## src/rtl/sm83_irq_ctl_if.sv

```systemverilog
// ----------------------------------------------------------------------------
// sm83_irq_ctl_if
// Bundles the interrupt controller's core-side signals.
//   master : the CPU core / peripheral side (drives requests, decode strobes)
//   slave  : the interrupt controller (drives IF readback, IME and dispatch)
// Signals:
//   mcycle_en                 M-cycle strobe; controller state only moves on it
//   ie_reg[7:0]               IE register (bits 4:0 meaningful)
//   if_set[4:0]               peripheral request pulses
//   if_wr_en, if_wr_data[4:0] CPU write to IF
//   if_rd[7:0]                IF readback, bits 7:5 read as 1
//   instr_boundary            last M-cycle of the current instruction
//   ei, di, reti, halt_req    decode strobes, coincident with instr_boundary
//   ime, halted, busy         controller status
//   irq_take                  abort next fetch and enter dispatch
//   push_hi, push_lo, pc_load dispatch micro-op strobes
//   vector[15:0]              dispatch target
// ----------------------------------------------------------------------------
interface sm83_irq_ctl_if;
    logic        mcycle_en;
    logic [7:0]  ie_reg;
    logic [4:0]  if_set;
    logic        if_wr_en;
    logic [4:0]  if_wr_data;
    logic [7:0]  if_rd;
    logic        instr_boundary;
    logic        ei;
    logic        di;
    logic        reti;
    logic        halt_req;
    logic        ime;
    logic        halted;
    logic        irq_take;
    logic        push_hi;
    logic        push_lo;
    logic        pc_load;
    logic [15:0] vector;
    logic        busy;

    modport master (
        output mcycle_en, ie_reg, if_set, if_wr_en, if_wr_data,
               instr_boundary, ei, di, reti, halt_req,
        input  if_rd, ime, halted, irq_take, push_hi, push_lo, pc_load,
               vector, busy
    );

    modport slave (
        input  mcycle_en, ie_reg, if_set, if_wr_en, if_wr_data,
               instr_boundary, ei, di, reti, halt_req,
        output if_rd, ime, halted, irq_take, push_hi, push_lo, pc_load,
               vector, busy
    );
endinterface

```

## src/rtl/sm83_irq_ctl.sv

```systemverilog
// ----------------------------------------------------------------------------
// sm83_irq_ctl
// SM83-style interrupt controller: IF register, IME with delayed EI, HALT
// handling and the five M-cycle dispatch sequence (two waits, push PCH,
// push PCL, jump to vector).
// Ports:
//   clk    core clock
//   rst_n  asynchronous active-low reset
//   bus    sm83_irq_ctl_if.slave (see interface header for signal list)
// ----------------------------------------------------------------------------
module sm83_irq_ctl (
    input  logic          clk,
    input  logic          rst_n,
    sm83_irq_ctl_if.slave bus
);

    localparam logic [2:0] IDLE   = 3'd0;
    localparam logic [2:0] WAIT1  = 3'd1;
    localparam logic [2:0] WAIT2  = 3'd2;
    localparam logic [2:0] PUSH_H = 3'd3;
    localparam logic [2:0] PUSH_L = 3'd4;
    localparam logic [2:0] JUMP   = 3'd5;

    // Isolates the lowest set bit (highest priority request).
    function automatic logic [4:0] lowest_onehot(input logic [4:0] v);
        lowest_onehot = v & (~v + 5'd1);
    endfunction

    // Index of the lowest set bit; 0 when nothing is set.
    function automatic logic [2:0] lowest_index(input logic [4:0] v);
        logic [2:0] idx;
        casez (v)
            5'b????1: idx = 3'd0;
            5'b???10: idx = 3'd1;
            5'b??100: idx = 3'd2;
            5'b?1000: idx = 3'd3;
            5'b10000: idx = 3'd4;
            default:  idx = 3'd0;
        endcase
        return idx;
    endfunction

    logic [2:0]  state_r;
    logic [2:0]  state_next_s;
    logic [4:0]  if_r;
    logic [4:0]  if_next_s;
    logic        ime_r;
    logic        ime_dec_s;
    logic        ime_next_s;
    logic        ei_pend_r;
    logic        ei_pend_next_s;
    logic        halted_r;
    logic        halted_next_s;
    logic [15:0] vector_r;
    logic [15:0] vector_next_s;

    logic [4:0]  pending_s;
    logic        any_pend_s;
    logic        idle_s;
    logic        bnd_s;
    logic        eff_ime_s;
    logic        take_s;
    logic        resample_s;
    logic [4:0]  clr_mask_s;
    logic        unused_ie_s;

    assign unused_ie_s = ^bus.ie_reg[7:5];

    // Request qualification: pending set, boundary decode and dispatch start.
    always_comb begin
        pending_s  = bus.ie_reg[4:0] & if_r;
        any_pend_s = |pending_s;
        idle_s     = (state_r == IDLE);
        // Decode strobes only count at a boundary of a running (not halted,
        // not dispatching) core.
        bnd_s      = bus.mcycle_en & idle_s & ~halted_r & bus.instr_boundary;
        // RETI enables at its own boundary; DI blocks the check immediately.
        // A pending EI promotion deliberately does not feed this term.
        eff_ime_s  = bus.reti | (ime_r & ~bus.di);
        if (halted_r) begin
            // Wake with IME set dispatches in the wake cycle itself.
            take_s = bus.mcycle_en & idle_s & any_pend_s & ime_r;
        end else begin
            take_s = bnd_s & eff_ime_s & any_pend_s;
        end
        resample_s = bus.mcycle_en & (state_r == PUSH_H);
    end

    // IF next value: write, then dispatch clear, with peripheral set winning.
    always_comb begin
        if (resample_s) begin
            clr_mask_s = lowest_onehot(pending_s);
        end else begin
            clr_mask_s = 5'd0;
        end
        if (bus.if_wr_en) begin
            if_next_s = (bus.if_wr_data & ~clr_mask_s) | bus.if_set;
        end else begin
            if_next_s = (if_r & ~clr_mask_s) | bus.if_set;
        end
    end

    // IME / EI-delay next state; dispatch entry always wins and clears IME.
    always_comb begin
        ime_dec_s      = ime_r;
        ei_pend_next_s = ei_pend_r;
        if (bnd_s) begin
            ei_pend_next_s = bus.ei & ~bus.di;
            if (bus.di) begin
                ime_dec_s = 1'b0;
            end else if (bus.reti | ei_pend_r) begin
                ime_dec_s = 1'b1;
            end else begin
                ime_dec_s = ime_r;
            end
        end else begin
            ei_pend_next_s = ei_pend_r;
        end
        ime_next_s = take_s ? 1'b0 : ime_dec_s;
    end

    // HALT entry/exit; a pending request always wakes, independent of IME.
    always_comb begin
        if (bus.mcycle_en & idle_s & halted_r & any_pend_s) begin
            halted_next_s = 1'b0;
        end else if (bnd_s & bus.halt_req & ~any_pend_s) begin
            halted_next_s = 1'b1;
        end else begin
            halted_next_s = halted_r;
        end
    end

    // Vector latch at the end of PUSH_H; IE may have been cleared by the
    // PCH stack write, in which case dispatch lands on 0x0000.
    always_comb begin
        if (resample_s) begin
            if (any_pend_s) begin
                vector_next_s = 16'h0040 + {10'd0, lowest_index(pending_s), 3'b000};
            end else begin
                vector_next_s = 16'h0000;
            end
        end else begin
            vector_next_s = vector_r;
        end
    end

    // Dispatch sequencer next state.
    always_comb begin
        state_next_s = state_r;
        if (bus.mcycle_en) begin
            case (state_r)
                IDLE:    state_next_s = take_s ? WAIT1 : IDLE;
                WAIT1:   state_next_s = WAIT2;
                WAIT2:   state_next_s = PUSH_H;
                PUSH_H:  state_next_s = PUSH_L;
                PUSH_L:  state_next_s = JUMP;
                JUMP:    state_next_s = IDLE;
                default: state_next_s = IDLE;
            endcase
        end else begin
            state_next_s = state_r;
        end
    end

    // State registers; everything advances only on the M-cycle strobe.
    always_ff @(posedge clk or negedge rst_n) begin
        if (!rst_n) begin
            state_r   <= IDLE;
            if_r      <= 5'd0;
            ime_r     <= 1'b0;
            ei_pend_r <= 1'b0;
            halted_r  <= 1'b0;
            vector_r  <= 16'h0000;
        end else if (bus.mcycle_en) begin
            state_r   <= state_next_s;
            if_r      <= if_next_s;
            ime_r     <= ime_next_s;
            ei_pend_r <= ei_pend_next_s;
            halted_r  <= halted_next_s;
            vector_r  <= vector_next_s;
        end
    end

    assign bus.if_rd    = {3'b111, if_r};
    assign bus.ime      = ime_r;
    assign bus.halted   = halted_r;
    assign bus.busy     = ~idle_s;
    assign bus.irq_take = take_s;
    assign bus.push_hi  = bus.mcycle_en & (state_r == PUSH_H);
    assign bus.push_lo  = bus.mcycle_en & (state_r == PUSH_L);
    assign bus.pc_load  = bus.mcycle_en & (state_r == JUMP);
    assign bus.vector   = vector_r;

endmodule

```

## src/flat_wrapper.sv

```systemverilog
// flat-port wrapper written by rule: the top's interface ports become plain ports
module sm83_irq_ctl_flat 
  (clk, rst_n, bus_mcycle_en, bus_ie_reg, bus_if_set, bus_if_wr_en, bus_if_wr_data, bus_instr_boundary, bus_ei, bus_di, bus_reti, bus_halt_req, bus_if_rd, bus_ime, bus_halted, bus_irq_take, bus_push_hi, bus_push_lo, bus_pc_load, bus_vector, bus_busy);
  sm83_irq_ctl_if bus_i ();
  input  logic clk;
  input  logic rst_n;
  input wire logic [$bits(bus_i.mcycle_en)-1:0] bus_mcycle_en;
  input wire logic [$bits(bus_i.ie_reg)-1:0] bus_ie_reg;
  input wire logic [$bits(bus_i.if_set)-1:0] bus_if_set;
  input wire logic [$bits(bus_i.if_wr_en)-1:0] bus_if_wr_en;
  input wire logic [$bits(bus_i.if_wr_data)-1:0] bus_if_wr_data;
  input wire logic [$bits(bus_i.instr_boundary)-1:0] bus_instr_boundary;
  input wire logic [$bits(bus_i.ei)-1:0] bus_ei;
  input wire logic [$bits(bus_i.di)-1:0] bus_di;
  input wire logic [$bits(bus_i.reti)-1:0] bus_reti;
  input wire logic [$bits(bus_i.halt_req)-1:0] bus_halt_req;
  output wire logic [$bits(bus_i.if_rd)-1:0] bus_if_rd;
  output wire logic [$bits(bus_i.ime)-1:0] bus_ime;
  output wire logic [$bits(bus_i.halted)-1:0] bus_halted;
  output wire logic [$bits(bus_i.irq_take)-1:0] bus_irq_take;
  output wire logic [$bits(bus_i.push_hi)-1:0] bus_push_hi;
  output wire logic [$bits(bus_i.push_lo)-1:0] bus_push_lo;
  output wire logic [$bits(bus_i.pc_load)-1:0] bus_pc_load;
  output wire logic [$bits(bus_i.vector)-1:0] bus_vector;
  output wire logic [$bits(bus_i.busy)-1:0] bus_busy;
  assign bus_i.mcycle_en = bus_mcycle_en;
  assign bus_i.ie_reg = bus_ie_reg;
  assign bus_i.if_set = bus_if_set;
  assign bus_i.if_wr_en = bus_if_wr_en;
  assign bus_i.if_wr_data = bus_if_wr_data;
  assign bus_i.instr_boundary = bus_instr_boundary;
  assign bus_i.ei = bus_ei;
  assign bus_i.di = bus_di;
  assign bus_i.reti = bus_reti;
  assign bus_i.halt_req = bus_halt_req;
  assign bus_if_rd = bus_i.if_rd;
  assign bus_ime = bus_i.ime;
  assign bus_halted = bus_i.halted;
  assign bus_irq_take = bus_i.irq_take;
  assign bus_push_hi = bus_i.push_hi;
  assign bus_push_lo = bus_i.push_lo;
  assign bus_pc_load = bus_i.pc_load;
  assign bus_vector = bus_i.vector;
  assign bus_busy = bus_i.busy;
  sm83_irq_ctl u_core (.clk(clk), .rst_n(rst_n), .bus(bus_i));
endmodule
```

## config.mk

```make
export PLATFORM = sky130hd
export DESIGN_NAME = sm83_irq_ctl_flat
export DESIGN_NICKNAME = d
export VERILOG_FILES = /design/src/rtl/sm83_irq_ctl_if.sv /design/src/rtl/sm83_irq_ctl.sv /design/src/flat_wrapper.sv
export SDC_FILE = /design/constraint.sdc
export NUM_CORES = 1
export LEC_CHECK = 0
export BUFFER_PORTS_ARGS = -buffer_cell sky130_fd_sc_hd__buf_4
export CAP_MARGIN = 20
export CORE_AREA = 2 2 51 53
export DETAILED_ROUTE_END_ITERATION = 16
export DIE_AREA = 0 0 53 55
export GPL_ROUTABILITY_DRIVEN = 0
export PLACE_DENSITY_LB_ADDON = 0.3
export SLEW_MARGIN = 10
export SYNTH_ARGS = -nofsm -noshare
export SYNTH_HDL_FRONTEND = slang
export SYNTH_SLANG_ARGS = --single-unit
export TNS_END_PERCENT = 10
```

## constraint.sdc

```tcl
create_clock -name clk -period 2.4 [get_ports clk]
set_input_delay 0.24 -clock clk [delete_from_list [all_inputs] [get_ports clk]]
set_output_delay 0.24 -clock clk [all_outputs]
set_load 0.01 [all_outputs]
```

# Word level (Yosys, flattened, before mapping)
# Index checks and enable logic that the tools add are counted.
word_totals:
  ff_bits: 27
  wordCells: 71
op_classes:
  bitwise_logic: 30
  reduce_logical: 9
  add_sub_neg: 2
  n_eq_ne: 9
  mux: 15
ops:
  columns: ["op", "count"]
  rows:
  - ["AND 5 bit", 4]
  - ["AND 1 bit", 16]
  - ["2-to-1 mux 16 bit", 1]
  - ["case mux 3 bit (5 select lines)", 1]
  - ["case mux 3 bit (4 select lines)", 1]
  - ["2-to-1 mux 5 bit", 2]
  - ["NOT 5 bit", 2]
  - ["bitwise OR 5 bit", 2]
  - ["== test 3 bit, second input constant", 3]
  - ["adder 7 x 6 -> 8 bit, first input constant", 1]
  - ["2-to-1 mux 1 bit", 8]
  - ["== test 3 x 2 -> 1 bit, second input constant", 2]
  - ["2-to-1 mux 3 bit", 2]
  - ["AND reduction 2 bit", 3]
  - ["adder 5 x 1 -> 5 bit, second input constant", 1]
  - ["== test 5 bit, second input constant", 1]
  - ["OR reduction 5 bit", 1]
  - ["== test 4 bit, second input constant", 1]
  - ["NOT 1 bit", 4]
  - ["nonzero test 2 bit", 2]
  - ["== test 3 x 1 -> 1 bit, second input constant", 1]
  - ["zero test 3 bit", 1]
  - ["AND reduction 3 bit", 1]
  - ["nonzero test 3 bit", 1]
  - ["2 further kinds", 3]

# Depth between registers and ports, before layout
# Gate-level depths: netlist of the first run.
depth:
  ltp_word: 9
  ltp_mapped: 6

# Least setup slack after synthesis of the first run
# No wires, ideal clock.
synth_timing:
  path_kind: "flip-flop to flip-flop"
  startpoint: "register u_core.if_r[3]"
  endpoint: "register u_core.state_r[0]"
  path_slack_ns: 0.900
  n_path_buf: 0
  stages_incl_launch_ff: 5
  t_required_ns: 2.274
  arrival_time_ns: 1.374
  setup_time_ns: 0.126
  path_cell_list: "dfrtp_1 -> a222oi_1 -> and3_1 -> a21oi_2 -> a221o_1"
synth_between:
  elab_chain_cells: 7
  elab_cells_between_ends: 8
synth_lines:
  columns: ["item", "line_no", "source"]
  rows:
  - ["start: declaration", "sm83_irq_ctl.sv:45", "logic [4:0] if_r;"]
  - ["start signal: assignment", "sm83_irq_ctl.sv:176", "if_r <= if_next_s;"]
  - ["AND 5 bit (*)", "sm83_irq_ctl.sv:71", "pending_s = bus.ie_reg[4:0] & if_r;"]
  - ["OR reduction 5 bit (*)", "sm83_irq_ctl.sv:72", "any_pend_s = |pending_s;"]
  - ["AND 1 bit (2 in a row)", "sm83_irq_ctl.sv:82", "take_s = bus.mcycle_en & idle_s & any_pend_s & ime_r;"]
  - ["2-to-1 mux 1 bit (*)", "sm83_irq_ctl.sv:80", "if (halted_r) begin"]
  - ["net bus_irq_take", "flat_wrapper.sv:20", "output wire logic [$bits(bus_i.irq_take)-1:0] bus_irq_take;"]
  - ["2-to-1 mux 1 bit (*)", "sm83_irq_ctl.sv:152", "IDLE: state_next_s = take_s ? WAIT1 : IDLE;"]
  - ["case mux 3 bit (5 select lines) (*)", "sm83_irq_ctl.sv:151", "case (state_r)"]
  - ["end signal: assignment", "sm83_irq_ctl.sv:175", "state_r <= state_next_s;"]
  - ["end: declaration", "sm83_irq_ctl.sv:43", "logic [2:0] state_r;"]
# Mark *: on every way through the listed nets, which the timed path passes. The rest lies on a longest branch.
# A chain may end at the register's enable or synchronous reset.

# Final worst setup path of the first run
layout_timing:
  startpoint: "register u_core.state_r[1]"
  endpoint: "output bus_irq_take"
layout_between:
  elab_chain_cells: 7
  elab_cells_between_ends: 9
layout_lines:
  columns: ["item", "line_no", "source"]
  rows:
  - ["zero test 3 bit (*)", "sm83_irq_ctl.sv:73", "idle_s = (state_r == IDLE);"]
  - ["AND 1 bit (*)", "sm83_irq_ctl.sv:76, sm83_irq_ctl.sv:82", null]
  - ["AND 1 bit (2 in a row)", "sm83_irq_ctl.sv:76", "bnd_s = bus.mcycle_en & idle_s & ~halted_r & bus.instr_boundary;"]
  - ["AND 1 bit (2 in a row)", "sm83_irq_ctl.sv:84", "take_s = bnd_s & eff_ime_s & any_pend_s;"]
  - ["2-to-1 mux 1 bit (*)", "sm83_irq_ctl.sv:80", null]
  - ["end: declaration", "flat_wrapper.sv:20", null]
# Mark *: on every way between the ends. The rest lies on a longest branch, timed or not.

==> results of run 1 <==
stage by stage:
step,instance area [um^2],util [%],hold WS (ps),cells
floorplan,1064,-,-55.59,126
global placement,1245,52.65,106.6,175
detailed placement,1245,52.65,104.7,175
CTS,1281,54.18,133.3,180
global route,1281,54.18,129.2,180
finish,1281,54.18,143.7,180
state kept, by name (all words and copies together) (netlist names):
signal and count:
u_core.bus.ime 1, u_core.bus.vector 4, u_core.state_r 3, u_core.if_r 5
u_core.ei_pend_r 1, u_core.bus.halted 1
how the worst max path moves through the flow:
stage | to | slack, ps | depth (start not counted)
2_1_floorplan | u_core.state_r[0]$_DFFE_PN0P_ | 900 | 4
3_3_place_gp | bus_irq_take | 710 | 4
3_5_place_dp | bus_irq_take | 650 | 4
4_1_cts | bus_irq_take | 330 | 4
5_1_grt | bus_irq_take | 220 | 4
6_report | bus_irq_take | 340 | 4
cell families after synthesis:
logic type	after synthesis	share of synthesized area [%]
compound gates	29	19.48
buf+inv	31	18.74
simple gates	35	22.93
mux	1	1.110
other cells	2	0.7401
flops	15	36.99
worst max-delay path, cell delays in order, from the launching register on:
cell and delay, ps:
dfrtp_1 530, nor4b_4 430, o2111ai_1 180, a21oi_2 220
buf_4 150
power groups by stage:
stage / Clock, uW / Combinational, uW / Sequential (uW)
after floorplan: 0 / 337 / 415
after global routing: 166 / 483 / 471
after global placement: 0 / 426 / 455
after CTS: 149 / 443 / 454
final: 143 / 439 / 455
after detailed placement: 0 / 440 / 460
final cells by class:
| class | instances | area, um^2 |
|---|---|---|
| Fill cell | 242 | 1084 |
| Multi-Input combinational cell | 80 | 498.0 |
| Sequential cell | 15 | 375.4 |
| Timing Repair Buffer | 40 | 302.8 |
| Inverter | 11 | 41.29 |
| Tap cell | 30 | 37.54 |
| Clock buffer | 4 | 26.28 |
placed cells by master (no fill, tap or decap), types with 2 or more instances in the layout:
cell      Yosys  final
nand4_1       4      4
inv_2         3      3
o21ai_1       2      2
nor2_1        3      3
inv_1         8      8
o22ai_1       5      5
a31oi_1       5      5
nand2_1      12     12
dfrtp_1      15     15
buf_4        15     39
nand3_1       4      4
conb_1        2     15
a21oi_1       6      6
clkbuf_4      0      3
and2_1        3      3
o21ai_0       2      2
layer usage:
layer | part of all wire (%) | global-route usage (%) | up-vias
li1 | - | - | 443
met1 | 44 | 21.64 | 415
met2 | 47 | 28.13 | 39
met3 | 7.8 | 3.495 | 4
met4 | 0.88 | 7.692 | 0
met5 | 0 | 0 | -
what timing repair did:
item	in CTS	in global routing
resized for setup	0	0
hold endpoints to repair	15	0
hold buffers	1	0
==> flow_summary.json, run 1 <==
{
  "outcome": "finished, final reports clean",
  "routed-via-count": 901,
  "synth.avg_cell_area_um2": 8.980,
  "overall_routing_resource_usage_pct": 17.05,
  "hold_start": "bus_di",
  "power.combinational.fraction_pct": 42.3,
  "top_cells_by_area_in_the_synthesized_netlist": "dfrtp_1, buf_4, nand2_1",
  "rr_endpoint": "u_core.state_r[0]$_DFFE_PN0P_",
  "synthDominantCellAreaShare_pct": 36.99,
  "detail_route.first_pass.iterations": 4,
  "p_per_cell_area_nw_per_um2": 808.5,
  "netSwitchingFraction_pct": 38.78,
  "io_pins": 58,
  "crit_type": "flip-flop to primary output",
  "proportion_of_layout_cells_with_a_drive_suffix_above_1_pct": 35.33,
  "core_area_um2": 2365,
  "die-area_um2": 2915,
  "portBuffers": 39,
  "worst_hold_path.num_cells": 2,
  "clock_path_buffers": 2,
  "final_nets": 178,
  "cellLeakagePower_uw": 0.0006571,
  "power.sequential.fraction_pct": 43.9,
  "finalCritPeriodShare_pct": 85.63,
  "insertion_delay_ps": 280,
  "drt-wirelength-per-cell_um": 12.67,
  "num_antenna_cells": 0,
  "detail-route-antenna-nets": 0,
  "most_instantiated_flip_flop_cell_in_the_synthesis_netlist": "dfrtp_1",
  "timing.hold.worst.class": "primary input to flip-flop",
  "drc_errors": 0,
  "reg2regPathDepth": 4,
  "max-cap-violations": 0,
  "areaGrowthSynthToFinish_pct": 26.26,
  "skew_ps": 5.932,
  "starting_density_of_the_core_pct": 42.91,
  "postcts_setup_bufs": 0,
  "worst_ep_required_time_ps": 2160,
  "die-height_um": 55,
  "dp_slack_ps": 647.7,
  "postSynthRegisterBits": 15,
  "clkSlewWorstSetupHoldPaths_ps": 90,
  "grt_max_degree": 16,
  "clock-sinks": 15,
  "finalSetupTns_ps": 0,
  "drt_iter0_drc": 16,
  "setup.reg_to_reg.worst_slack_ps": 780,
  "leftover_overflow_at_the_end_of_global_routing": 0,
  "synth_cells": 113,
  "post-dp-hpwl_um": 1783,
  "fraction_of_registers_with_async_set_reset_pct": 100.0,
  "warning_count_from_the_yosys_run": 0,
  "crit_fanout": 9,
  "synth_seq_area_share_pct": 36.99,
  "max_freq_ghz": 0.4866,
  "grt_first_pass_wirelength_um": 3581,
  "rsz_0062_raised_after_global_routing": "no",
  "synth_enable_flop_cells": 0,
  "timing.hold.worst_endpoint": "u_core.bus.ime$_DFFE_PN0P_",
  "vdd_drop_max_mv": 0.4101,
  "netSwitchingPower_uw": 401.7,
  "grt_antenna_before_repair": 0,
  "power_uw": 1036,
  "cp-start-kind": "flip-flop",
  "drt-vias-per-instance": 5.006,
  "hold_viol_final": 0,
  "grt_pass1_vias": 799,
  "wire_length_after_detailed_routing_um": 2281,
  "critical_path.startpoint": "u_core.state_r[1]$_DFFE_PN0P_",
  "synth.cell_area_um2": 1015,
  "power.internal_uw": 634.2,
  "postLayoutSetupSlackWorst_ps": 344.9,
  "ctsHtreeMaxLevel": 1,
  "tritoncts.num_buffers": 3,
  "timing.final.setup_violations": 0,
  "finalCriticalPeriod_ps": 2055,
  "synth_top_cells_by_count": "buf_4, dfrtp_1, nand2_1, inv_1, a21oi_1",
  "fp.dieW_um": 53,
  "critPathArrivalTime_ps": 1820,
  "worstReg2RegStart": "u_core.if_r[3]$_DFFE_PN0P_",
  "root_buffer": "clkbuf_4",
  "tritoncts_clock_tree": "done",
  "maxSlewViolCount": 0,
  "clock_power_share_pct": 13.8,
  "rows": 18,
  "synthDominantAreaCellType": "dfrtp_1",
  "worst_setup_path_end_kind": "primary output",
  "yosys.cell_types.count": 37
}
Note: power is estimated with default switching activity, not from simulation.
==> inputs of run 2 (changes only) <==
--- a/config.mk
+++ b/config.mk
@@ -6,10 +6,9 @@
 export NUM_CORES = 1
 export LEC_CHECK = 0
 export BUFFER_PORTS_ARGS = -buffer_cell sky130_fd_sc_hd__buf_4
-export CAP_MARGIN = 20
-export CORE_AREA = 2 2 51 53
+export CORE_AREA = 2 2 55 57
 export DETAILED_ROUTE_END_ITERATION = 16
-export DIE_AREA = 0 0 53 55
+export DIE_AREA = 0 0 57 59
 export GPL_ROUTABILITY_DRIVEN = 0
 export PLACE_DENSITY_LB_ADDON = 0.3
 export SLEW_MARGIN = 10
==> constraint.sdc (replaced) <==
create_clock -name clk -period 1.7 [get_ports clk]
set_input_delay 0.17 -clock clk [delete_from_list [all_inputs] [get_ports clk]]
set_output_delay 0.17 -clock clk [all_outputs]
set_load 0.01 [all_outputs]
==> run 2 against run 1 <==
The flow now finishes with violations (negative setup slack); cell count rose by 8.3%; sequential power rose by 29%; die area rose by 15%; total power rose by 55%; clock-buffer cell count did not move; combinational power rose by 83%; clock skew fell by 2.3 ps; highest routed layer unchanged.
==> flow_summary.json, run 2 (synthesis results as in run 1) <==
{
  "outcome": "complete, but fails checks",
  "violated_checks": "negative setup slack",
  "die-height_um": 59,
  "finish.utilization_pct": 51.71,
  "final_nets": 192,
  "tritoncts_clock_tree": "done",
  "grt_antenna_before_repair": 0,
  "multiInputGateArea_um2": 509.2,
  "die-area_um2": 3363,
  "max_freq_ghz": 0.5705,
  "insertion_delay_ps": 290,
  "finalCriticalPeriod_ps": 1753,
  "fillerInstances": 274,
  "skew_ps": 3.652,
  "largest-register": "u_core.if_r",
  "portBuffers": 39,
  "grt_pass1_vias": 972,
  "root_buffer": "clkbuf_4",
  "clock_path_buffers": 2,
  "num_antenna_cells": 0,
  "clock-sinks": 15,
  "mostFrequentLayoutCell": "buf_4",
  "areaGrowthSynthToFinish_pct": 38.10,
  "io_pins": 58,
  "drt-wirelength-per-cell_um": 13.12,
  "dp_slack_ps": 105.1,
  "core_area_um2": 2710,
  "detail-route-antenna-nets": 0,
  "cp-start-kind": "flip-flop",
  "cellLeakagePower_uw": 0.0007244,
  "clkSlewWorstSetupHoldPaths_ps": 100,
  "seq_area_um2": 377.9,
  "routed-via-count": 968,
  "crit_type": "flip-flop to primary output",
  "hold_viol_final": 0,
  "rows": 19,
  "cpMaxStageDelayCell": "dfrtp_1",
  "overall_routing_resource_usage_pct": 15.76,
  "worstPathBufferInverterCount": 2,
  "fp.dieW_um": 57,
  "critPathArrivalTime_ps": 1580,
  "finalCritPeriodShare_pct": 103.1,
  "maxSlewViolCount": 0,
  "tritoncts.num_buffers": 3,
  "timing.final.setup_violations": 2,
  "crit_top_cell": "buf_4",
  "timing.hold.worst.class": "primary input to flip-flop",
  "wire_length_after_detailed_routing_um": 2559,
  "max-cap-violations": 0,
  "p_per_cell_area_nw_per_um2": 1146,
  "rsz_0062_raised_after_global_routing": "yes",
  "grt_first_pass_wirelength_um": 4098,
  "proportion_of_layout_cells_with_a_drive_suffix_above_1_pct": 43.29,
  "crit_fanout": 2,
  "drt-vias-per-instance": 4.964,
  "worst_setup_path_end_kind": "primary output",
  "timing.critical_path.slowest_cell_delay_ps": 410,
  "power_uw": 1606,
  "worst_ep_required_time_ps": 1530,
  "leftover_overflow_at_the_end_of_global_routing": 0,
  "ctsHtreeMaxLevel": 1,
  "drc_errors": 0,
  "starting_density_of_the_core_pct": 37.44,
  "flip_flop_count_of_the_largest_register_after_layout": 5,
  "detail_route.first_pass.iterations": 4,
  "drt_iter0_drc": 39,
  "postLayoutSetupSlackWorst_ps": -52.93,
  "critical_path_cell_list": "a222oi_1 -> buf_4 -> and3_4 -> a21oi_2 -> buf_4",
  "vdd_drop_max_mv": 0.7311,
  "post-dp-hpwl_um": 1887,
  "layout.cells.most_common_list": "buf_4, conb_1, dfrtp_1",
  "grt_max_degree": 16,
  "path_delay_family": "flip-flops"
}
run 2: changes by cell type in the layout (fill, tap and decap cells not counted), sizes merged:
| cell | before | now |
|---|---|---|
| buf | 39 | 53 |
run 2: per-layer routing:
metal	share of wire, %	GRT usage, %	vias up
met5	0	0	-
met4	1.1	5.316	0
met3	11	6.332	4
met2	48	25.45	59
met1	41	19.28	436
li1	-	-	469
run 2: path summary, 6_finish.rpt:
check	from	to	slack (ps)	cells past startpoint
min in group asynchronous	rst_n	u_core.state_r[0]$_DFFE_PN0P_	250	2
max	u_core.if_r[3]$_DFFE_PN0P_	bus_irq_take	-50	5
min	bus_di	u_core.bus.ime$_DFFE_PN0P_	50	2
min reg2reg	u_core.bus.vector[5]$_DFFE_PN0P_	u_core.bus.vector[5]$_DFFE_PN0P_	490	2
max reg2reg	u_core.if_r[3]$_DFFE_PN0P_	u_core.if_r[4]$_DFFE_PN0P_	-30	8
max in group asynchronous	rst_n	u_core.state_r[2]$_DFFE_PN0P_	1250	2
run 2: cell type report:
cell class	count	area share, %
tap	31	2.768
clock buffer	4	1.875
inverter	11	2.946
multi-input combinational	80	36.34
sequential	15	26.96
timing repair buffer	54	29.11
run 2: repair_timing:
item                                   in CTS  in global routing
hold buffers                                1                  0
setup buffers                               8                  2
pin swaps                                   5                  4
cloned                                      0                  0
gates resized for setup                     3                  1
setup endpoints to repair                   1                  5
endpoints found under the hold margin      15                  0
run 2: power breakdown:
group,total (uW),internal [uW],switching (uW)
combinational,802,424,378
sequential,586,479,107
clock,218,91.5,127
total,1610,995,611
run 2: per-stage QoR:
stage | setup TNS, ps | cells | hold slack [ps] | instance area [um^2]
2_1_floorplan | 0 | 126 | -125.6 | 1064
3_3_place_gp | 0 | 180 | 37.27 | 1276
3_5_place_dp | 0 | 180 | 38.00 | 1276
4_1_cts | -76.98 | 193 | 42.72 | 1381
5_1_grt | -305.9 | 195 | 34.31 | 1401
6_report | -80.58 | 195 | 47.33 | 1401
==> inputs of run 3 (changes only) <==
--- a/config.mk
+++ b/config.mk
@@ -6,9 +6,9 @@
 export NUM_CORES = 1
 export LEC_CHECK = 0
 export BUFFER_PORTS_ARGS = -buffer_cell sky130_fd_sc_hd__buf_4
-export CORE_AREA = 2 2 55 57
+export CORE_AREA = 2 2 51 53
 export DETAILED_ROUTE_END_ITERATION = 16
-export DIE_AREA = 0 0 57 59
+export DIE_AREA = 0 0 53 55
 export GPL_ROUTABILITY_DRIVEN = 0
 export PLACE_DENSITY_LB_ADDON = 0.3
 export SLEW_MARGIN = 10
==> constraint.sdc (replaced) <==
create_clock -name clk -period 2.2 [get_ports clk]
set_input_delay 0.22 -clock clk [delete_from_list [all_inputs] [get_ports clk]]
set_output_delay 0.22 -clock clk [all_outputs]
set_load 0.01 [all_outputs]
==> run 3 against run 2 <==
The run now ends clean; non-clock buffer count decreased by 14; highest routed layer unchanged; via count is 9.8% lower; clock skew about the same; hold slack gained 74 ps; sequential power shrank 16%.
==> flow_summary.json, run 3 (synthesis results as in run 1) <==
{
  "crit_type": "flip-flop to primary output",
  "drc_errors": 0,
  "insertion_delay_ps": 280,
  "hold_start": "bus_di",
  "reg2regPathDepth": 4,
  "p_per_cell_area_nw_per_um2": 880.0,
  "tritoncts.num_buffers": 3,
  "crit_cells": 4,
  "skew_ps": 3.201,
  "final_nets": 178,
  "final_hold_slack_ps": 121.3,
  "grt_antenna_before_repair": 0,
  "proportion_of_layout_cells_with_a_drive_suffix_above_1_pct": 35.33,
  "timing.hold.worst.class": "primary input to flip-flop",
  "timing.hold.worst_endpoint": "u_core.bus.ime$_DFFE_PN0P_",
  "drt-wirelength-per-cell_um": 12.35,
  "dpl.cell_count": 175,
  "starting_density_of_the_core_pct": 42.91,
  "worstReg2RegStart": "u_core.if_r[3]$_DFFE_PN0P_",
  "fp.dieW_um": 53,
  "drt-vias-per-instance": 4.850,
  "rsz_0062_raised_after_global_routing": "no",
  "largest-register": "u_core.if_r",
  "core_area_um2": 2365,
  "cpMaxStageDelayCell": "dfrtp_1",
  "setup.reg_to_reg.worst_slack_ps": 580,
  "finalCritPeriodShare_pct": 92.38,
  "cellLeakagePower_uw": 0.0006571,
  "timing.critical_path.slowest_cell_delay_ps": 530,
  "die-height_um": 55,
  "drt_iter0_drc": 16,
  "worst_setup_path_end_kind": "primary output",
  "routed-via-count": 873,
  "postLayoutSetupSlackWorst_ps": 167.7,
  "rr_endpoint": "u_core.state_r[0]$_DFFE_PN0P_",
  "overall_routing_resource_usage_pct": 16.32,
  "grt_pass1_vias": 786,
  "leftover_overflow_at_the_end_of_global_routing": 0,
  "tritoncts_clock_tree": "done",
  "post-dp-hpwl_um": 1748,
  "mostFrequentLayoutCell": "buf_4",
  "dp_slack_ps": 460.8,
  "flip_flop_count_of_the_largest_register_after_layout": 5,
  "timing.final.setup_violations": 0,
  "finalSetupTns_ps": 0,
  "path_delay_family": "flip-flops",
  "ctsHtreeMaxLevel": 1,
  "clock_path_buffers": 2,
  "worst_hold_path.num_cells": 2,
  "worst_ep_required_time_ps": 1980,
  "outcome": "finished, final reports clean",
  "count_of_placed_standard_cells_in_the_final_layout_fillers_left_out": 180,
  "critical_path_cell_list": "nor4b_4 -> o2111ai_1 -> a21oi_2 -> buf_4",
  "postcts_setup_bufs": 0,
  "clock-sinks": 15,
  "worstPathBufferInverterCount": 1,
  "max_freq_ghz": 0.4920,
  "grt_first_pass_wirelength_um": 3443,
  "crit_fanout": 9,
  "portBuffers": 39,
  "cp-start-kind": "flip-flop",
  "grt_max_degree": 16,
  "io_pins": 58,
  "areaGrowthSynthToFinish_pct": 26.26,
  "maxSlewViolCount": 0,
  "critPathArrivalTime_ps": 1810,
  "root_buffer": "clkbuf_4",
  "detail_route.first_pass.iterations": 4,
  "wire_length_after_detailed_routing_um": 2223,
  "hold_viol_final": 0,
  "finalCriticalPeriod_ps": 2032,
  "max-cap-violations": 0,
  "num_antenna_cells": 0,
  "rows": 18,
  "die-area_um2": 2915,
  "clkSlewWorstSetupHoldPaths_ps": 90,
  "detail-route-antenna-nets": 0,
  "layout.cells.most_common_list": "buf_4, conb_1, dfrtp_1",
  "vdd_drop_max_mv": 0.5183
}
==> run 3: power breakdown <==
group	switching, uW	internal (uW)	leakage (uW)	total [uW]
sequential	128	367	0.000182	494
combinational	223	255	0.000461	478
clock	85.2	70.3	0.0000150	155
total	435	692	0.000657	1130
==> run 3: final cells by class <==
class	instances	area, um^2
fill	231	1084
timing repair buffer	40	302.8
tap	30	37.54
multi-input combinational	80	498.0
sequential	15	375.4
inverter	11	41.29
clock buffer	4	26.28
==> run 3: how the worst max path moves through the flow <==
stage | endpoint | from
4_1_cts | bus_irq_take | u_core.state_r[1]$_DFFE_PN0P_
5_1_grt | bus_irq_take | u_core.state_r[1]$_DFFE_PN0P_
3_5_place_dp | bus_irq_take | u_core.state_r[1]$_DFFE_PN0P_
3_3_place_gp | bus_irq_take | u_core.state_r[1]$_DFFE_PN0P_
6_report | bus_irq_take | u_core.state_r[1]$_DFFE_PN0P_
2_1_floorplan | u_core.state_r[0]$_DFFE_PN0P_ | u_core.if_r[3]$_DFFE_PN0P_
==> run 3: timing repair <==
| item | CTS | global route |
|---|---|---|
| endpoints found under the setup margin | 0 | 0 |
| gates resized for setup | 0 | 0 |
| hold buffers | 1 | 0 |
| endpoints found under the hold margin | 15 | 0 |
==> run 3: worst register-to-register path, cell delays in order, from the launching register on <==
cell and delay (ps):
dfrtp_1 420, a222oi_1 470, and3_1 270, a21oi_2 60, a221o_1 280
==> run 3: per-layer routing <==
metal / vias up / part of all wire [%] / track usage [%]
met1: 391 / 44 / 20.88
li1: 439 / - / -
met2: 41 / 47 / 27.08
met3: 2 / 8.4 / 2.688
met5: - / 0 / 0
met4: 0 / 0.54 / 7.692
==> run 3: per-stage QoR <==
step	power, uW	area (um^2)	utilization, %
floorplan	820.2	1064	-
global placement	960.5	1245	52.65
detailed placement	980.1	1245	52.65
CTS	1142	1281	54.18
global route	1216	1281	54.18
finish	1127	1281	54.18
